## config.mk

```make
export PLATFORM = sky130hd
export DESIGN_NAME = multiword_add_sequencer
export DESIGN_NICKNAME = d
export VERILOG_FILES = /design/src/rtl/adder_pkg.sv /design/src/rtl/ripple_carry_adder.sv /design/src/rtl/multiword_add_sequencer.sv
export SDC_FILE = /design/constraint.sdc
export NUM_CORES = 1
export LEC_CHECK = 0
export ABC_AREA = 1
export BUFFER_PORTS_ARGS = -buffer_cell sky130_fd_sc_hd__buf_4
export CORE_UTILIZATION = 54
export CTS_CLUSTER_DIAMETER = 150
export DETAILED_ROUTE_END_ITERATION = 7
export PLACE_DENSITY_LB_ADDON = 0.08
export SYNTH_ARGS = -nofsm -noshare
export SYNTH_HDL_FRONTEND = slang
export SYNTH_SLANG_ARGS = --single-unit
```

## constraint.sdc

```tcl
create_clock -name clk -period 11.1 [get_ports clk]
set_input_delay 0.555 -clock clk [delete_from_list [all_inputs] [get_ports clk]]
set_output_delay 0.555 -clock clk [all_outputs]
set_load 0.03 [all_outputs]
```

## src/rtl/adder_pkg.sv

```systemverilog
// Shared definitions for adder controllers: FSM state encoding and index sizing.
package adder_pkg;

   typedef enum logic [1:0] {
      IDLE = 2'd0,
      RUN  = 2'd1,
      DONE = 2'd2
   } adder_state_t;

   // A single-word operand still needs a 1-bit index register.
   function automatic int idx_width(input int n);
      return (n > 1) ? $clog2(n) : 1;
   endfunction

endpackage

```

## src/rtl/ripple_carry_adder.sv

```systemverilog
// Combinational DATA_WIDTH-bit ripple-carry adder with optional signed-overflow output.
module ripple_carry_adder #(
   parameter int DATA_WIDTH     = 16,
   parameter bit OVERFLOW_LOGIC = 1'b1
) (
   input  logic [DATA_WIDTH-1:0] i_a,
   input  logic [DATA_WIDTH-1:0] i_b,
   input  logic                  i_cin,
   output logic [DATA_WIDTH-1:0] o_sum,
   output logic                  o_cout,
   output logic                  o_ovf
);

   logic [DATA_WIDTH:0] w_c;

   assign w_c[0] = i_cin;

   for (genvar g = 0; g < DATA_WIDTH; g++) begin : g_fa
      assign o_sum[g]   = i_a[g] ^ i_b[g] ^ w_c[g];
      assign w_c[g+1]   = (i_a[g] & i_b[g]) | (w_c[g] & (i_a[g] ^ i_b[g]));
   end

   assign o_cout = w_c[DATA_WIDTH];

   // Overflow: carry into the MSB disagrees with carry out of it.
   if (OVERFLOW_LOGIC) begin : g_ovf
      assign o_ovf = w_c[DATA_WIDTH] ^ w_c[DATA_WIDTH-1];
   end else begin : g_no_ovf
      assign o_ovf = 1'b0;
   end

endmodule

```

## src/rtl/multiword_add_sequencer.sv

```systemverilog
// Word-serial W-bit add/subtract: one DATA_WIDTH adder reused over NUM_WORDS cycles,
// with valid/ready handshakes on both the request and the result.
module multiword_add_sequencer
   import adder_pkg::*;
#(
   parameter int DATA_WIDTH = 16,
   parameter int NUM_WORDS  = 4
) (
   input  logic                           clk,
   input  logic                           rst,
   input  logic                           in_valid,
   output logic                           in_ready,
   input  logic [DATA_WIDTH*NUM_WORDS-1:0] A,
   input  logic [DATA_WIDTH*NUM_WORDS-1:0] B,
   input  logic                           sub,
   output logic                           out_valid,
   input  logic                           out_ready,
   output logic [DATA_WIDTH*NUM_WORDS-1:0] S,
   output logic                           CF,
   output logic                           OF,
   output logic                           busy
);

   localparam int W     = DATA_WIDTH * NUM_WORDS;
   localparam int IDX_W = idx_width(NUM_WORDS);
   localparam logic [IDX_W-1:0] LAST_IDX = IDX_W'(NUM_WORDS - 1);

   adder_state_t r_state;
   adder_state_t w_state_nxt;

   logic [W-1:0]          r_a;
   logic [W-1:0]          r_b;
   logic                  r_carry;
   logic [IDX_W-1:0]      r_idx;
   logic [DATA_WIDTH-1:0] r_s_words [NUM_WORDS];
   logic                  r_cf;
   logic                  r_of;

   logic                  w_accept;
   logic                  w_last;
   logic [DATA_WIDTH-1:0] w_a_words [NUM_WORDS];
   logic [DATA_WIDTH-1:0] w_b_words [NUM_WORDS];
   logic [DATA_WIDTH-1:0] w_a_word;
   logic [DATA_WIDTH-1:0] w_b_word;
   logic [DATA_WIDTH-1:0] w_sum;
   logic                  w_cout;
   logic                  w_ovf;

   for (genvar g = 0; g < NUM_WORDS; g++) begin : g_words
      assign w_a_words[g]                      = r_a[g*DATA_WIDTH +: DATA_WIDTH];
      assign w_b_words[g]                      = r_b[g*DATA_WIDTH +: DATA_WIDTH];
      assign S[g*DATA_WIDTH +: DATA_WIDTH]     = r_s_words[g];
   end

   assign w_a_word = w_a_words[r_idx];
   assign w_b_word = w_b_words[r_idx];
   assign w_last   = (r_idx == LAST_IDX);
   assign CF       = r_cf;
   assign OF       = r_of;

   ripple_carry_adder #(
      .DATA_WIDTH     (DATA_WIDTH),
      .OVERFLOW_LOGIC (1'b1)
   ) u_rca (
      .i_a    (w_a_word),
      .i_b    (w_b_word),
      .i_cin  (r_carry),
      .o_sum  (w_sum),
      .o_cout (w_cout),
      .o_ovf  (w_ovf)
   );

   always_ff @(posedge clk) begin
      if (rst) begin
         r_state <= IDLE;
      end else begin
         r_state <= w_state_nxt;
      end
   end

   always_comb begin
      w_state_nxt = r_state;
      w_accept    = 1'b0;
      in_ready    = 1'b0;
      out_valid   = 1'b0;
      busy        = 1'b0;
      case (r_state)
         IDLE: begin
            in_ready = 1'b1;
            if (in_valid) begin
               w_accept    = 1'b1;
               w_state_nxt = RUN;
            end
         end
         RUN: begin
            busy = 1'b1;
            if (w_last) begin
               w_state_nxt = DONE;
            end
         end
         DONE: begin
            busy      = 1'b1;
            out_valid = 1'b1;
            if (out_ready) begin
               w_state_nxt = IDLE;
            end
         end
         default: begin
            w_state_nxt = IDLE;
         end
      endcase
   end

   // Subtraction is A + ~B + 1: invert B here and seed the carry with sub.
   always_ff @(posedge clk) begin
      if (w_accept) begin
         r_a <= A;
         r_b <= sub ? ~B : B;
      end
   end

   always_ff @(posedge clk) begin
      if (rst) begin
         r_carry <= 1'b0;
         r_idx   <= '0;
         r_cf    <= 1'b0;
         r_of    <= 1'b0;
         for (int i = 0; i < NUM_WORDS; i++) begin
            r_s_words[i] <= '0;
         end
      end else if (w_accept) begin
         r_carry <= sub;
         r_idx   <= '0;
      end else if (r_state == RUN) begin
         r_s_words[r_idx] <= w_sum;
         r_carry          <= w_cout;
         if (w_last) begin
            r_cf <= w_cout;
            r_of <= w_ovf;
         end else begin
            r_idx <= r_idx + 1'b1;
         end
      end
   end

endmodule

```

Word-level counts from Yosys, hierarchy flattened
Memory sizes are Yosys's and may differ from the RTL's. Index checks and enable logic that the tools add are counted.

Multiplexer cells: 27. Multipliers: 0. Bitwise operators: 85. Magnitude comparators: 1. Reduce and logical (&&, ||, !) cells: 8. Add/subtract/negate cells: 1. Eq/ne operators: 6. Divide/modulo/power cells: 0. Shifts and indexed selects: 0.

Operators by type and width (count): 16-bit two-way mux (5); 16-bit binary-select mux with 2-bit select (2); 64-bit two-way mux (1); 64-bit inverter (1); 1-bit XOR (33); 1-bit bitwise AND (32); 1-bit OR (16); 16-bit OR reduction (1); 1-bit two-way mux (14); 2-bit two-way mux (4); 2-bit inequality test (second input constant) (3); 2-bit one-hot mux with 3 select lines (1); 3-bit AND reduction (2); 2-bit == test (second input constant) (2); 2-bit OR reduction (2); 3-bit >= comparator (second input constant) (1); 2-bit inverter with 3-bit output (1); 2-bit by 1-bit adder with 2-bit output (second input constant) (1); 2-bit by 1-bit == test with 1-bit output (second input constant) (1); 2-bit logical NOT (1); 1-bit inverter (2); 2-bit AND reduction (1); 2-bit nonzero test (1).

Logic and storage cells: 136. RAM bits: 64. Register bits after elaboration: 135. Memories kept: 1. Bits in latches: 0. Output and inout bits: 69. Memory bits (read-only): 0. Input bits: 133.

Memory list: r_s_words (words 4, width 16, read ports 4, clocked after memory_dff 0, write ports 4, RTL line multiword_add_sequencer.sv:35) `logic [DATA_WIDTH-1:0] r_s_words [NUM_WORDS];`.

Longest topological paths before layout
Depth after elaboration: 39. Mapped depth: 27. Gate-level depth less buffers: 25.

By module
A second synthesis with hierarchy kept.

Cells, all modules: 618. Area, all modules: 8410.6 µm².

By module, submodules not included: multiword_add_sequencer (cells an instance 589, instances 1, sequential area each 5905.7 µm², area an instance 8041.5 µm²); ripple_carry_adder (cells an instance 29, instances 1, sequential area each 0.0 µm², area an instance 369.1 µm²).

Worst setup path after synthesis
OpenSTA, ideal clock, no wires.

Path type: reg2reg. Start: reg r_idx[0]. End: mem r_s_words[2][15], data pin. Library setup time: 258 ps. Slack: 2946 ps. Period minus slack after synthesis: 8154 ps. Data arrival time: 7896 ps. Buffers on the path: 2. Required time: 10842 ps. Cell stages (with the launch flop): 26. Cell sequence: dfxtp_1 > buf_6 > inv_2 > clkbuf_1 > nor2_1 > nor2_1 > nor2_1 > fa_1 > fa_1 > fa_1 > fa_1 > fa_1 > fa_1 > fa_1 > fa_1 > fa_1 > fa_1 > fa_1 > fa_1 > fa_1 > inv_1 > fa_1 > fa_1 > fa_1 > inv_1 > nor3_1.

RTL lines: start: declaration (RTL line multiword_add_sequencer.sv:34) `logic [IDX_W-1:0] r_idx;`; start signal: assignment (RTL line multiword_add_sequencer.sv:141) `r_idx <= r_idx + 1'b1;`; end: declaration (RTL line multiword_add_sequencer.sv:35).

==> results.md <==
- The number of clock buffers inserted by TritonCTS is 17.
- The utilization after layout is 69.7%.
- After synthesis, the largest area contributor takes up 68.3% of total cell area.
- The sequential fraction of the synthesis area is 69.9%.
- In the post-synthesis netlist, the biggest area contributors are sky130_fd_sc_hd__edfxtp_1 (68%), sky130_fd_sc_hd__nor2_1 (9.0%), sky130_fd_sc_hd__xor2_1 (6.6%), sky130_fd_sc_hd__o21ai_0 (4.0%), sky130_fd_sc_hd__fa_1 (3.8%).
- Summed over all nets, the half-perimeter wirelength after detailed placement is 12100 µm.
- The biggest area contributor in the post-synthesis netlist is sky130_fd_sc_hd__edfxtp_1.
- The maximum fanout along the worst path is 37.
- The starting utilization of the core area is 55.3%.
- The capture point of the worst reg-to-reg path is r_s_words[2][15].
- From left edge to right edge, the die measures 127 µm.
- The total of warnings raised by yosys is 0.
- The worst setup path is of the reg -> reg kind.
- Once the clock tree was built, the resizer swapped 0 gates to a different size.
- In the routed design, unresolved DRC markers number 0.
- Clock-pin slew was measured on the worst setup and hold paths at 0.07 ns.
- The fill cell instance count of the final layout is 1075.
- For the pin with the worst max-slew slack, the measured transition is 1.17 ns.
- Of the cells placed in the final design, the portion with a size suffix greater than 1 is 29.1%.
- The total via count in the routed design is 5442.
- The worst slew margin relative to its limit is 21.8%.
- Entering global routing, the biggest net connects 98 pins.
- Compared with the post-synthesis result, the final layout area differs by 26.0%.
- The synthesized netlist cell count is 652.
- The buffer depth of the longest clock path is 2.
- STA classifies the critical path endpoint as a register.
- Setup violations remaining at the end of the flow were counted as 0.
- The worst hold path belongs to the class in -> reg.
- The portion of total power attributed to the clock network is 22.2%.
- The switching share of power is 36.8%.
- The routed via count divided by cell count is 5.10.
- The cell area that synthesis handed to floorplanning was 8440 µm².
- The worst path in the final design needs a cycle of 8.89 ns, including I/O delays and setup.
- The overall die area is 16100 µm².
- The detail route stage leaves a number of antenna-violating nets equal to 0.
- The run finished with clean final reports.
- Across the run, the number of max-cap violations was 0.
- The wire length of the first global-routing pass is 27400 µm.
- In the layout the commonest cells are sky130_fd_sc_hd__buf_4 (206), sky130_fd_sc_hd__nor2_1 (203), sky130_fd_sc_hd__edfxtp_1 (192).
- The setup check on the worst reg-to-reg path leaves a slack of 2.21 ns.
- The final count of pins violating max slew is 0.
- The critical path starts at r_idx[0].
- The maximum ir drop on the vdd rail is 0.129 mV.
- The deepest level of the CTS H-tree is 4.
- In this run the static leakage power is 4.35 nW.
- The average wire length per cell after detail routing is 16.6 µm.
- The number of global-route vias before repair is 5311.
- The root buffer cell chosen for the clock tree is sky130_fd_sc_hd__clkbuf_16.
- The worst path uses 80.1% of the clock period.
- The total count of hold-check failures in the final report is 0.
- The post-synth net total is 805.
- Setup repair after global routing left no endpoint under its margin.
- The combinational power share is 37.2%.
- The worst hold endpoint is r_a[34].
- The number of antenna violations at the first check in global routing came to 0.
- At the end of the flow, the number of nets in the layout was 996.
- In this run, synthesis produced a sequential element count of 199.
- Post-CTS timing repair inserted 0 buffers for setup.
- The switching component of the power is 0.000996 W.
- The final weighted congestion in routability-driven placement is 0.837.
- The violation count after the first detailed-route iteration is 527.
- The number of ports placed on the die boundary is 202.
- After routing the design area is 10600 µm².
- The die height is 127 µm.
- The number of cells on the worst reg-to-reg path is 23.
- During placement, the flow inserted port buffers numbering 201.
- The internal portion of total power is 0.00171 W.
- Summed over all layers, the routed wires come to 17700 µm.
- The sink count of the clock tree is 199.
- Buffers inserted to repair hold after CTS numbered 0.
- The critical path required time is 11.26 ns.
- At the later pin of the worst-skew pair, clock insertion delay measures 0.43 ns.
- The number of different library cells used by synthesis comes to 25.
- The remaining global-route overflow is 0.
- Per report_power, the sequential group accounts for 40.6% of the total.
- The kind of start point of the critical path is a register.
- For this design the ratio of total power to cell area is 254 nW/µm².
- A synthesized cell averages 12.9 µm².
- The maximum clock rate is 112 MHz.
- Counting instances, the worst hold path has a depth of 1.
- The area of all sequential standard cells is 5910 µm².
- The diode insertion count for antenna repair is 0.
- The total number of placement rows is 45.
- The total track usage is 22.7%.
- After routing, the total negative slack on setup checks comes to 0 ns.
- The source of the worst register-to-register timing path is r_idx[0].
- The region available for standard cell placement spans 15300 µm².
- The arrival time at the worst endpoint is 9.05 ns.
- Between clock sinks in the finished design, the worst skew comes to 0.00907 ns.
- The area taken by multi-input logic gates is 2290 µm².
- The library cell used most frequently in the layout, excluding fill and tap cells, is sky130_fd_sc_hd__buf_4.
- The first TritonRoute pass finished after 5 iterations.
- The placed instances occupy a cell area of 10100 µm².
- The CTS tree is yes.
- The origin of the worst min-delay path is A[34].
[synthesized netlist by cell type]
master,n
sky130_fd_sc_hd__a21oi_1,2
sky130_fd_sc_hd__o22ai_1,6
sky130_fd_sc_hd__xor2_1,64
sky130_fd_sc_hd__ha_1,4
sky130_fd_sc_hd__nand2_2,3
sky130_fd_sc_hd__nand3_1,3
sky130_fd_sc_hd__nor3_1,5
sky130_fd_sc_hd__edfxtp_1,192
sky130_fd_sc_hd__buf_1,1
sky130_fd_sc_hd__xnor2_1,1
sky130_fd_sc_hd__nor2_1,203
sky130_fd_sc_hd__clkbuf_1,13
sky130_fd_sc_hd__nand4_2,1
sky130_fd_sc_hd__o21ai_0,68
sky130_fd_sc_hd__buf_4,3
sky130_fd_sc_hd__buf_6,5
sky130_fd_sc_hd__nand2_1,18
sky130_fd_sc_hd__nor2_2,8
sky130_fd_sc_hd__buf_2,11
sky130_fd_sc_hd__a211oi_1,1
sky130_fd_sc_hd__dfxtp_1,7
sky130_fd_sc_hd__inv_2,1
sky130_fd_sc_hd__clkbuf_2,1
sky130_fd_sc_hd__fa_1,16
sky130_fd_sc_hd__inv_1,15
[cells by family (layout without fill, tap and decap cells)]
kind of cell | count (synthesis) | in the layout | share of synthesized area [%]
compound gates | 77 | 77 | 4.68
xor+xnor | 65 | 65 | 6.74
fa+ha+maj | 20 | 20 | 4.39
buf+inv | 50 | 254 | 2.98
flops | 199 | 199 | 69.9
simple gates | 241 | 241 | 11.3
[cell type report]
type                            instances  share of cell area [%]
Sequential cell                       199                    55.5
Multi-Input combinational cell        403                    21.5
Timing Repair Buffer                  206                    14.5
Clock buffer                           18                    4.03
Tap cell                              211                    2.48
Clock inverter                         14                    1.36
Inverter                               16                   0.588
[worst max path at each step]
stage / slack, ns / endpoint
floorplan: 2.95 / r_s_words[2][15]
global placement: 2.32 / r_s_words[2][15]
detailed placement: 2.18 / r_s_words[2][15]
CTS: 2.16 / r_s_words[2][15]
global route: 1.79 / r_s_words[2][15]
finish: 2.21 / r_s_words[2][15]
[per-layer routing]
layer / part of all wire, % / global-route usage (%) / wire length [µm]
met1: 43 / 31.2 / 7670
met2: 48 / 36.4 / 8460
met3: 6.9 / 3.98 / 1220
met4: 2.0 / 9.38 / 359
met5: 0 / 0 / 0
[power by group through the flow]
stage	registers [W]	clock network [W]	logic, W
2_1_floorplan	0.00119	0	0.000606
3_3_place_gp	0.00111	0	0.000980
3_5_place_dp	0.00111	0	0.00101
4_1_cts	0.00110	0.000608	0.00101
5_1_grt	0.00111	0.000634	0.00112
6_report	0.00110	0.000600	0.00101
[flip-flops by register name, indices dropped and copies added, names as in the netlist]
signal,flops
r_a,64
r_b,64
r_s_words,64
r_idx,2
r_state,2
CF,1
OF,1
r_carry,1
[critical path, cell delays in order (launching register included)]
cell and delay [ns]:
sky130_fd_sc_hd__dfxtp_2 0.70, sky130_fd_sc_hd__buf_4 0.40, sky130_fd_sc_hd__o21ai_0 0.13, sky130_fd_sc_hd__nor2_1 0.14, sky130_fd_sc_hd__nor2_1 0.07, sky130_fd_sc_hd__fa_1 0.39, sky130_fd_sc_hd__fa_1 0.46, sky130_fd_sc_hd__fa_1 0.46
sky130_fd_sc_hd__fa_1 0.46, sky130_fd_sc_hd__fa_1 0.48, sky130_fd_sc_hd__fa_1 0.47, sky130_fd_sc_hd__fa_1 0.47, sky130_fd_sc_hd__fa_1 0.46, sky130_fd_sc_hd__fa_1 0.45, sky130_fd_sc_hd__fa_1 0.46, sky130_fd_sc_hd__fa_1 0.49
sky130_fd_sc_hd__fa_1 0.48, sky130_fd_sc_hd__fa_1 0.47, sky130_fd_sc_hd__inv_1 0.10, sky130_fd_sc_hd__fa_1 0.20, sky130_fd_sc_hd__fa_1 0.26, sky130_fd_sc_hd__fa_1 0.41, sky130_fd_sc_hd__inv_1 0.12, sky130_fd_sc_hd__nor3_1 0.07
[per-stage QoR]
step                worst slack, ns  power (W)  hold WS, ns  cells
detailed placement             2.18    0.00212        0.489   1035
global placement               2.32    0.00209        0.492   1035
finish                         2.21    0.00271        0.298   1067
global route                   1.79    0.00286        0.288   1067
CTS                            2.16    0.00272        0.287   1067
floorplan                      2.95    0.00179        0.539    652
Note: power is estimated with default switching activity, not from simulation.
